===== src/rtl/m2vpxrd.sv =====
// Pixel reader/reconstruction behind the MPEG2 IDCT: walks the 32-word pixel port,
// adds prediction (non-intra), clips to 0..255 and streams words through a small skid buffer.
module m2vpxrd #(
  parameter int RD_LAT     = 1,
  parameter int SKID_DEPTH = 2
) (
  input  logic        clk,
  input  logic        reset,
  input  logic        softreset,
  input  logic        blk_start,
  input  logic        blk_coded,
  input  logic        blk_intra,
  output logic        busy,
  output logic        pixel_coded,
  output logic [4:0]  pixel_addr,
  input  logic [8:0]  pixel_data0,
  input  logic [8:0]  pixel_data1,
  input  logic        pred_valid,
  output logic        pred_ready,
  input  logic [15:0] pred_data,
  output logic        out_valid,
  input  logic        out_ready,
  output logic [15:0] out_data,
  output logic        out_last,
  output logic        done
);

  localparam int PW = (SKID_DEPTH > 1) ? $clog2(SKID_DEPTH) : 1;
  localparam int CW = $clog2(SKID_DEPTH + 1);
  localparam logic [CW:0] DEPTH_C = (CW+1)'(SKID_DEPTH);

  if (RD_LAT != 1 || SKID_DEPTH < RD_LAT + 1) begin : g_bad_cfg
    $error("m2vpxrd: unsupported RD_LAT/SKID_DEPTH combination");
  end

  typedef enum logic [1:0] {IDLE, RUN, DRAIN} state_e;

  state_e                       state_q, state_d;
  logic                         busy_q, busy_d, coded_q, coded_d, intra_q, intra_d;
  logic                         done_q, done_d;
  logic [4:0]                   addr_q, addr_d;
  logic                         inf_q, inf_d, inf_last_q, inf_last_d;
  logic [15:0]                  pred_q, pred_d;
  logic [SKID_DEPTH-1:0][16:0]  mem_q, mem_d;  // {last, data}
  logic [PW-1:0]                rd_q, rd_d, wr_q, wr_d;
  logic [CW-1:0]                cnt_q, cnt_d;

  logic        issue, pop, push;
  logic [CW:0] occ;
  logic [16:0] wdata;

  function automatic logic [7:0] clip8(input logic [8:0] r, input logic [7:0] p);
    logic [9:0] s;
    s = {r[8], r} + {2'b00, p};
    if (s[9])      return 8'h00;
    else if (s[8]) return 8'hff;
    else           return s[7:0];
  endfunction

  assign out_valid = (cnt_q != '0);
  assign pop       = out_valid && out_ready;
  assign push      = inf_q;
  // Space freed by a pop in this cycle counts, so a full pipe still sustains one word per cycle.
  assign occ       = (CW+1)'(inf_q) + (CW+1)'(cnt_q) - (CW+1)'(pop);
  assign issue     = (state_q == RUN) && (occ < DEPTH_C) && (intra_q || pred_valid);
  assign wdata     = {inf_last_q, clip8(pixel_data1, pred_q[15:8]), clip8(pixel_data0, pred_q[7:0])};

  assign busy        = busy_q;
  assign pixel_coded = coded_q;
  assign pixel_addr  = addr_q;
  assign pred_ready  = issue && !intra_q;
  assign out_data    = out_valid ? mem_q[rd_q][15:0] : 16'h0000;
  assign out_last    = out_valid && mem_q[rd_q][16];
  assign done        = done_q;

  always_comb begin
    state_d    = state_q;
    busy_d     = busy_q;
    coded_d    = coded_q;
    intra_d    = intra_q;
    done_d     = 1'b0;
    addr_d     = addr_q;
    inf_d      = issue;
    inf_last_d = issue && (addr_q == 5'd31);
    pred_d     = pred_q;
    mem_d      = mem_q;
    rd_d       = rd_q;
    wr_d       = wr_q;
    cnt_d      = cnt_q + CW'(push) - CW'(pop);
    if (issue) begin
      addr_d = addr_q + 5'd1;
      pred_d = intra_q ? 16'h0000 : pred_data;
    end
    if (push) begin
      mem_d[wr_q] = wdata;
      wr_d = (wr_q == PW'(SKID_DEPTH - 1)) ? '0 : wr_q + 1'b1;
    end
    if (pop) rd_d = (rd_q == PW'(SKID_DEPTH - 1)) ? '0 : rd_q + 1'b1;
    case (state_q)
      IDLE: if (blk_start && !done_q) begin
        state_d = RUN;
        busy_d  = 1'b1;
        coded_d = blk_coded;
        intra_d = blk_intra;
        addr_d  = '0;
      end
      RUN:   if (issue && addr_q == 5'd31) state_d = DRAIN;
      DRAIN: if (pop && out_last) begin
        state_d = IDLE;
        busy_d  = 1'b0;
        done_d  = 1'b1;
      end
      default: state_d = IDLE;
    endcase
  end

  always_ff @(posedge clk) begin
    if (reset || softreset) begin
      state_q    <= IDLE;
      busy_q     <= 1'b0;
      coded_q    <= 1'b0;
      intra_q    <= 1'b0;
      done_q     <= 1'b0;
      addr_q     <= '0;
      inf_q      <= 1'b0;
      inf_last_q <= 1'b0;
      pred_q     <= '0;
      mem_q      <= '0;
      rd_q       <= '0;
      wr_q       <= '0;
      cnt_q      <= '0;
    end else begin
      state_q    <= state_d;
      busy_q     <= busy_d;
      coded_q    <= coded_d;
      intra_q    <= intra_d;
      done_q     <= done_d;
      addr_q     <= addr_d;
      inf_q      <= inf_d;
      inf_last_q <= inf_last_d;
      pred_q     <= pred_d;
      mem_q      <= mem_d;
      rd_q       <= rd_d;
      wr_q       <= wr_d;
      cnt_q      <= cnt_d;
    end
  end

endmodule


===== config.mk =====
export PLATFORM = sky130hd
export DESIGN_NAME = m2vpxrd
export DESIGN_NICKNAME = d
export VERILOG_FILES = /design/src/rtl/m2vpxrd.sv
export SDC_FILE = /design/constraint.sdc
export NUM_CORES = 1
export LEC_CHECK = 0
export ABC_AREA = 1
export CORE_AREA = 2 2 103 105
export CTS_BUF_LIST = sky130_fd_sc_hd__clkbuf_8
export DETAILED_ROUTE_END_ITERATION = 8
export DIE_AREA = 0 0 105 107
export GPL_ROUTABILITY_DRIVEN = 0
export MAX_ROUTING_LAYER = met4
export PLACE_DENSITY = 0.58
export SLEW_MARGIN = 25
export SYNTH_ARGS = -nofsm -noshare
export SYNTH_HDL_FRONTEND = slang
export SYNTH_SLANG_ARGS = --single-unit

===== constraint.sdc =====
create_clock -name clk -period 7.95 [get_ports clk]
set_input_delay 2.385 -clock clk [delete_from_list [all_inputs] [get_ports clk]]
set_output_delay 2.385 -clock clk [all_outputs]
set_load 0.005 [all_outputs]

### Word level (Yosys, flattened, before mapping)

Cells that the tools add are included.

* bits in registers: 67
* input port bits: 42
* logic and storage cells: 78

* add/subtract/negate cells: 9
* order comparisons: 4
* eq/ne operators: 6
* mux-type cells: 24
* bitwise logic cells: 1
* reduce and logical (&&, ||, !) cells: 20

Operators by type and width (count)
* 17-bit two-way mux: 3
* 34-bit bitwise mux: 1
* 16-bit two-way mux: 2
* 8-bit two-way mux: 4
* 9-bit by 9-bit adder with 10-bit output: 2
* 17-bit demux with 1-bit select: 1
* 5-bit two-way mux: 3
* 1-bit logical AND: 9
* 2-bit two-way mux: 3
* 2-bit inequality test (second input constant): 3
* 2-bit case mux with 3 select lines: 1
* 3-bit AND reduction: 2
* 5-bit by 1-bit adder with 5-bit output (second input constant): 1
* 5-bit == test (second input constant): 1
* 1-bit two-way mux: 5
* 1-bit by 2-bit < comparator with 1-bit output (second input constant): 2
* 2-bit nonzero test: 2
* 1-bit by 2-bit adder with 3-bit output: 1
* 3-bit by 2-bit < comparator with 1-bit output (second input constant): 1
* 3-bit by 1-bit subtractor with 3-bit output: 1
* 1-bit adder (second input constant): 2
* 2-bit by 1-bit adder with 2-bit output: 1
* 2-bit by 1-bit == test with 1-bit output (second input constant): 1
* 2-bit == test (second input constant): 1
* 9 further kinds: 11

### Logic depth before layout (Yosys ltp)

Gate-level depths: netlist (run 1).

* depth in word-level cells: 9
* mapped depth: 17

### Worst setup path before layout (run 1)

Ideal clock, no wire load.

* kind: input port to output port
* start: input port out_ready
* end: output port pred_ready
* arrival: 4.154 ns
* path slack: 1.411 ns
* cell stages on the path: 13
* buffers on the path: 1
* cells stage by stage: nand2_1 -> inv_1 -> ha_1 -> inv_1 -> ha_1 -> inv_1 -> fa_1 -> nand3_1 -> nor2_1 -> nand2_1 -> or2_1 -> inv_2 -> buf_6

* word-level cells in the longest chain between the ends: 6

Ends and longest elaborated chain
* start, declared: RTL line 22 `input logic out_ready,`
* 1-bit logical AND: RTL line 61 `assign pop = out_valid && out_ready;`
* via pop: RTL line 48 `logic issue, pop, push;`
* 3-bit by 1-bit subtractor with 3-bit output: RTL line 64 `assign occ = (CW+1)'(inf_q) + (CW+1)'(cnt_q) - (CW+1)'(pop);`
* 3-bit by 2-bit < comparator with 1-bit output: RTL line 65 `assign issue = (state_q == RUN) && (occ < DEPTH_C) && (intra_q || pred_valid);`
* 1-bit logical AND (2 in a row): RTL line 65
* 1-bit logical AND: RTL line 71 `assign pred_ready = issue && !intra_q;`
* end, declared: RTL line 19 `output logic pred_ready,`

The timed path passes the listed nets, and every way through them passes these cells.

### Final worst setup path (run 1)

Ends and elaborated chain as after synthesis.

==> impl_metrics.ini, run 1 <==
[clock_tree]
cts_hold_buf = 0
cts_root_buffer = clkbuf_8
postCtsSetupBuffers = 0
clk_latency_ps = 330
clk_path_buf_depth = 2
cts_buffers = 9
clock_sinks = 67
path_clk_slew_ps = 70
cts_tree = done
ctsResizeCount = 0
htree_levels = 3

[cells_and_area]
antenna_cells = 0
fin_nets = 643
num-fill-cells = 1101
regArea_um2 = 1340
drive_gt1_frac = 0.0379
syn2layout_area_growth_pct = 28.3
multiInputGateArea_um2 = 1860

[critical_path]
critical_path_class = input port to output port
slowest_stage = fa_1
worstPathMaxFanout = 3
crit_buf_inv = 6
crit_family = buffers and inverters
r2r_end = pred_q[1]
max_stage_delay_ps = 500
r2r_slack_ps = 4970
crit_start = out_ready
crit_arrival_ps = 5010
r2r-start = cnt_q[1]
crit_cells = 14
cp_data_required_time_ps = 5570
crit_path_end = pred_ready
crit_top_cell = inv_1
worst_setup_path_end_kind = output port
crit_path_cell_trace = clkdlybuf4s50_1 -> nand2_1 -> inv_1 -> ha_1 -> inv_1 -> ha_1 -> inv_1 -> fa_1 -> nand3_1 -> nor2_1 -> nand2_1 -> or2_1 -> inv_2 -> clkdlybuf4s50_1
startpoint_type = input port
reg2reg_depth = 18

[pwr]
power_frac_clock = 0.367
p_leak_nw = 1.84
seqPwrFrac = 0.525
intPower_w = 0.000487
finalPower_w = 0.000647
p_per_area_nw_per_um2 = 146
switching_share = 0.247
netSwitchingPower_w = 0.000160
ir_worst_vdd_mv = 0.0790
p_comb_frac = 0.108

[die]
pin_count = 69
die-area_um2 = 11200
core_um2 = 10100
die_x_um = 105
start_util = 0.342
num_rows = 37
die_h_um = 107

[yosys]
syn_nets = 575
synth_area_um2 = 3450
synth_cell_types = 24
syn_avg_cell_area_um2 = 6.77
seq_area_frac_synth = 0.389
yosysWarningCount = 0
postSynthCellCount = 510
synth_seq_cells = 67

[placement]
post-place-ws_ps = 542
dp_hpwl_um = 6230
io_buffers = 68

[timing]
slew_viol_final = 0
tns_ps = 0
timing.final.crit_share = 0.930
finalSetupViolations = 0
worstMarginPinSlew_ps = 703
max_slew_margin = 0.531
finClkSkew_ps = 10.7
layout_setup_ws_ps = 555
finalHoldViolations = 0
fmax_mhz = 135
fin_crit_ps = 7390
rsz0062_at_grt = false

[global_route]
grt_max_degree = 35
antenna_found_initial = 0
grt_pass1_wl_um = 14400
track_usage = 0.161
grt_pass1_vias = 3183
grt.overflow.total = 0

[run]
maxCapViolCount = 0

[routing]
wl_per_cell_um = 11.9
vias = 3302
drtIter0Drc = 112
wirelength_um = 8520
ant_nets = 0
vias_per_cell = 4.61
dr.pass1.iters = 5
drc = 0

[run_status]
status = completed

[hold_path]
min-delay-path-class = flop to flop
[per-stage QoR]
step            util  instances  instance area [um2]  hold WS, ps
3_5_place_dp   0.423        703                 4270          444
3_3_place_gp   0.423        703                 4270          436
2_1_floorplan      -        510                 3450          425
5_1_grt        0.439        716                 4430          485
4_1_cts        0.439        716                 4430          456
6_report       0.439        716                 4430          458
[power by group through the flow]
| stage | sequential, W | clock, W | combinational, W |
|---|---|---|---|
| 6_report | 0.000340 | 0.000237 | 0.0000700 |
| 3_5_place_dp | 0.000348 | 0 | 0.0000706 |
| 5_1_grt | 0.000340 | 0.000256 | 0.0000788 |
| 2_1_floorplan | 0.000347 | 0 | 0.0000360 |
| 4_1_cts | 0.000340 | 0.000245 | 0.0000709 |
| 3_3_place_gp | 0.000348 | 0 | 0.0000699 |
[registers in the layout (all words and copies together), names as in the netlist, 2 cells and up]
signal,flops
cnt_q,2
mem_q,34
pixel_addr,5
pred_q,16
state_q,2
[metal layers]
| layer | share of wire | up-vias | track usage |
|---|---|---|---|
| met4 | 0.012 | 0 | 0.0581 |
| met1 | 0.50 | 1472 | 0.206 |
| li1 | - | 1757 | - |
| met3 | 0.034 | 9 | 0.0255 |
| met2 | 0.45 | 64 | 0.260 |
| met5 | 0 | - | - |
[cell families (layout without fill, tap and decap cells)]
kind of cell / count (synthesis) / count (layout) / share of synthesized area
AND/OR/NAND/NOR: 246 / 246 / 0.283
AO/OA/AOI/OAI: 102 / 102 / 0.149
flip-flops: 67 / 67 / 0.389
buffers and inverters: 66 / 136 / 0.0743
adder cells (fa/ha/maj): 23 / 23 / 0.0899
XOR/XNOR: 6 / 6 / 0.0152
[cell usage after synthesis]
library cell | n | area, um2
fa_1 | 3 | 60.1
xnor2_1 | 5 | 43.8
o211ai_1 | 1 | 7.51
dfxtp_1 | 67 | 1340
or2_1 | 1 | 6.26
inv_2 | 2 | 7.51
clkbuf_1 | 12 | 45.0
inv_1 | 46 | 173
nand3_1 | 16 | 80.1
nor3_1 | 1 | 5.00
o21ai_0 | 41 | 205
ha_1 | 20 | 250
buf_2 | 1 | 5.00
nand3b_1 | 6 | 45.0
buf_1 | 2 | 7.51
nor4_1 | 1 | 6.26
a21oi_1 | 60 | 300
xor2_1 | 1 | 8.76
nand2_1 | 186 | 698
nor2_1 | 33 | 124
or2_2 | 1 | 6.26
and3_1 | 1 | 6.26
buf_6 | 1 | 11.3
clkinv_1 | 2 | 7.51
[final cells by class]
class / instances / area share
clock buffers: 10 / 0.0311
multi-input cells: 377 / 0.419
repair buffers: 73 / 0.162
clock inverters: 3 / 0.00396
well taps: 136 / 0.0384
inverters: 50 / 0.0424
flip-flops and latches: 67 / 0.303
[cells in the final DEF (no fill, tap or decap)]
cell             count
nor2_2               1
nand3b_1             6
xnor2_1              5
clkdlybuf4s50_1     68
nand2_1            186
clkbuf_8            10
nor4_1               1
o21ai_0             41
inv_1               46
nand3_1             16
a21oi_1             60
o211ai_1             1
buf_4                5
clkinv_1             2
dfxtp_1             67
or2_2                1
nor2_1              32
or2_1                1
inv_2                2
ha_1                20
xor2_1               1
fa_1                 3
clkinv_2             2
nor3_1               1
clkinvlp_4           1
and3_1               1
[worst register-to-register path: stages, from the launching register on]
cell,delay (ps)
dfxtp_1,340
nor2_1,110
buf_4,240
inv_1,80
nand2_1,90
inv_1,50
ha_1,260
inv_1,60
ha_1,140
inv_1,50
fa_1,500
nand3_1,90
nor2_1,90
nand2_1,60
or2_1,220
inv_2,90
buf_4,210
nand2_1,90
a21oi_1,140
[worst min path at each step]
stage / end / from / slack [ps] / depth (start not counted)
2_1_floorplan: mem_q[16] / inf_last_q / 420 / 2
3_3_place_gp: mem_q[16] / inf_last_q / 440 / 2
3_5_place_dp: mem_q[16] / inf_last_q / 440 / 2
4_1_cts: mem_q[16] / inf_last_q / 460 / 2
5_1_grt: mem_q[29] / mem_q[29] / 490 / 2
6_report: mem_q[26] / mem_q[26] / 460 / 2
Power figures use the tool's default switching activity.
==> run 2: changes to the inputs <==
--- a/config.mk
+++ b/config.mk
@@ -6,10 +6,10 @@
 export NUM_CORES = 1
 export LEC_CHECK = 0
 export ABC_AREA = 1
-export CORE_AREA = 2 2 103 105
+export CORE_AREA = 4 4 105 107
 export CTS_BUF_LIST = sky130_fd_sc_hd__clkbuf_8
 export DETAILED_ROUTE_END_ITERATION = 8
-export DIE_AREA = 0 0 105 107
+export DIE_AREA = 0 0 109 111
 export GPL_ROUTABILITY_DRIVEN = 0
 export MAX_ROUTING_LAYER = met4
 export PLACE_DENSITY = 0.58
==> impl_metrics.ini, run 2 (same netlist as run 1, synthesis figures left out) <==
[routing]
drtIter0Drc = 159
vias = 3282
vias_per_cell = 4.56
ant_nets = 0
dr.pass1.iters = 4
drc = 0
wirelength_um = 8570
wl_per_cell_um = 11.9

[global_route]
antenna_found_initial = 0
grt_pass1_wl_um = 14500
grt_max_degree = 27
track_usage = 0.152
grt.overflow.total = 0
grt_pass1_vias = 3137

[critical_path]
crit_arrival_ps = 5030
worst_setup_path_end_kind = output port
critical_path_class = input port to output port
startpoint_type = input port
cp_data_required_time_ps = 5570
worstPathMaxFanout = 3

[run]
maxCapViolCount = 0

[timing]
slew_viol_final = 0
fin_crit_ps = 7420
layout_setup_ws_ps = 534
fmax_mhz = 135
rsz0062_at_grt = false
finalHoldViolations = 0
finClkSkew_ps = 8.72
worstMarginPinSlew_ps = 703
tns_ps = 0
timing.final.crit_share = 0.933
max_slew_margin = 0.531
finalSetupViolations = 0

[clock_tree]
htree_levels = 3
clk_latency_ps = 350
cts_buffers = 9
clk_path_buf_depth = 2
cts_hold_buf = 0
ctsResizeCount = 0
postCtsSetupBuffers = 0
cts_root_buffer = clkbuf_8
cts_tree = done
clock_sinks = 67
path_clk_slew_ps = 80

[die]
core_um2 = 10100
die_h_um = 111
pin_count = 69
num_rows = 37
start_util = 0.340
die_x_um = 109
die-area_um2 = 12100

[run_status]
status = completed

[pwr]
ir_worst_vdd_mv = 0.0623
p_leak_nw = 1.86
p_per_area_nw_per_um2 = 163

[cells_and_area]
fin_nets = 643
registers.top_by_ff_count = mem_q
final_common_cell = nand2_1
antenna_cells = 0
syn2layout_area_growth_pct = 30.2
largest_reg_flops = 34
drive_gt1_frac = 0.0412
final_cell_mix = nand2_1, clkdlybuf4s50_1, dfxtp_1, a21oi_1, inv_1

[placement]
io_buffers = 68
dp_hpwl_um = 6260
post-place-ws_ps = 502

[hold_path]
min-delay-path-class = flop to flop
==> run 2: cell count changes in the layout (fill, tap and decap cells not counted) <==
| cell | delta |
|---|---|
| inv_6 | +2 |
| bufinv_16 | +2 |
| nor2_1 | +1 |
| clkbuf_8 | -1 |
| clkinvlp_4 | +2 |
| clkinv_2 | -2 |
| nor2_2 | -1 |
==> run 2: through the flow <==
stage	instance area, um2	power (W)	utilization	hold slack, ps	cells
after detailed placement	4270	0.000418	0.421	443	703
after CTS	4490	0.000741	0.443	453	719
after global routing	4490	0.000765	0.443	480	719
after floorplan	3450	0.000383	-	425	510
final	4490	0.000731	0.443	449	719
after global placement	4270	0.000417	0.421	437	703
==> run 2: worst max-delay path: stages <==
cell and delay (ps):
clkdlybuf4s50_1 420, nand2_1 110, inv_1 50, ha_1 270, inv_1 60, ha_1 130, inv_1 50, fa_1 500
nand3_1 80, nor2_1 90, nand2_1 60, or2_1 230, inv_2 80, clkdlybuf4s50_1 500
==> run 2: cell type report <==
cell class,instances,area (um2)
Multi-Input combinational cell,377,1850
Tap cell,136,170
Clock buffer,9,124
Inverter,50,188
Clock inverter,7,100
Sequential cell,67,1340
Fill cell,1084,5640
Timing Repair Buffer,73,718
==> run 2: where the power goes <==
part           internal (W)  switching (W)
sequential         0.000338     0.00000189
clock              0.000179       0.000143
combinational     0.0000338      0.0000359
==> run 2: path summary, 6_finish.rpt <==
kind              startpoint    endpoint  slack, ps  cells past startpoint
setup / recovery   out_ready  pred_ready        530                     14
hold / removal    inf_last_q   mem_q[16]        450                      2
setup reg to reg    cnt_q[1]   pred_q[8]       4970                     18
hold reg to reg   inf_last_q   mem_q[16]        450                      2
==> run 2: metal layers <==
metal | vias up | track usage | part of all wire
li1 | 1761 | - | -
met1 | 1458 | 0.201 | 0.49
met2 | 54 | 0.235 | 0.46
met3 | 9 | 0.0268 | 0.036
met4 | 0 | 0.0505 | 0.011
met5 | - | - | 0
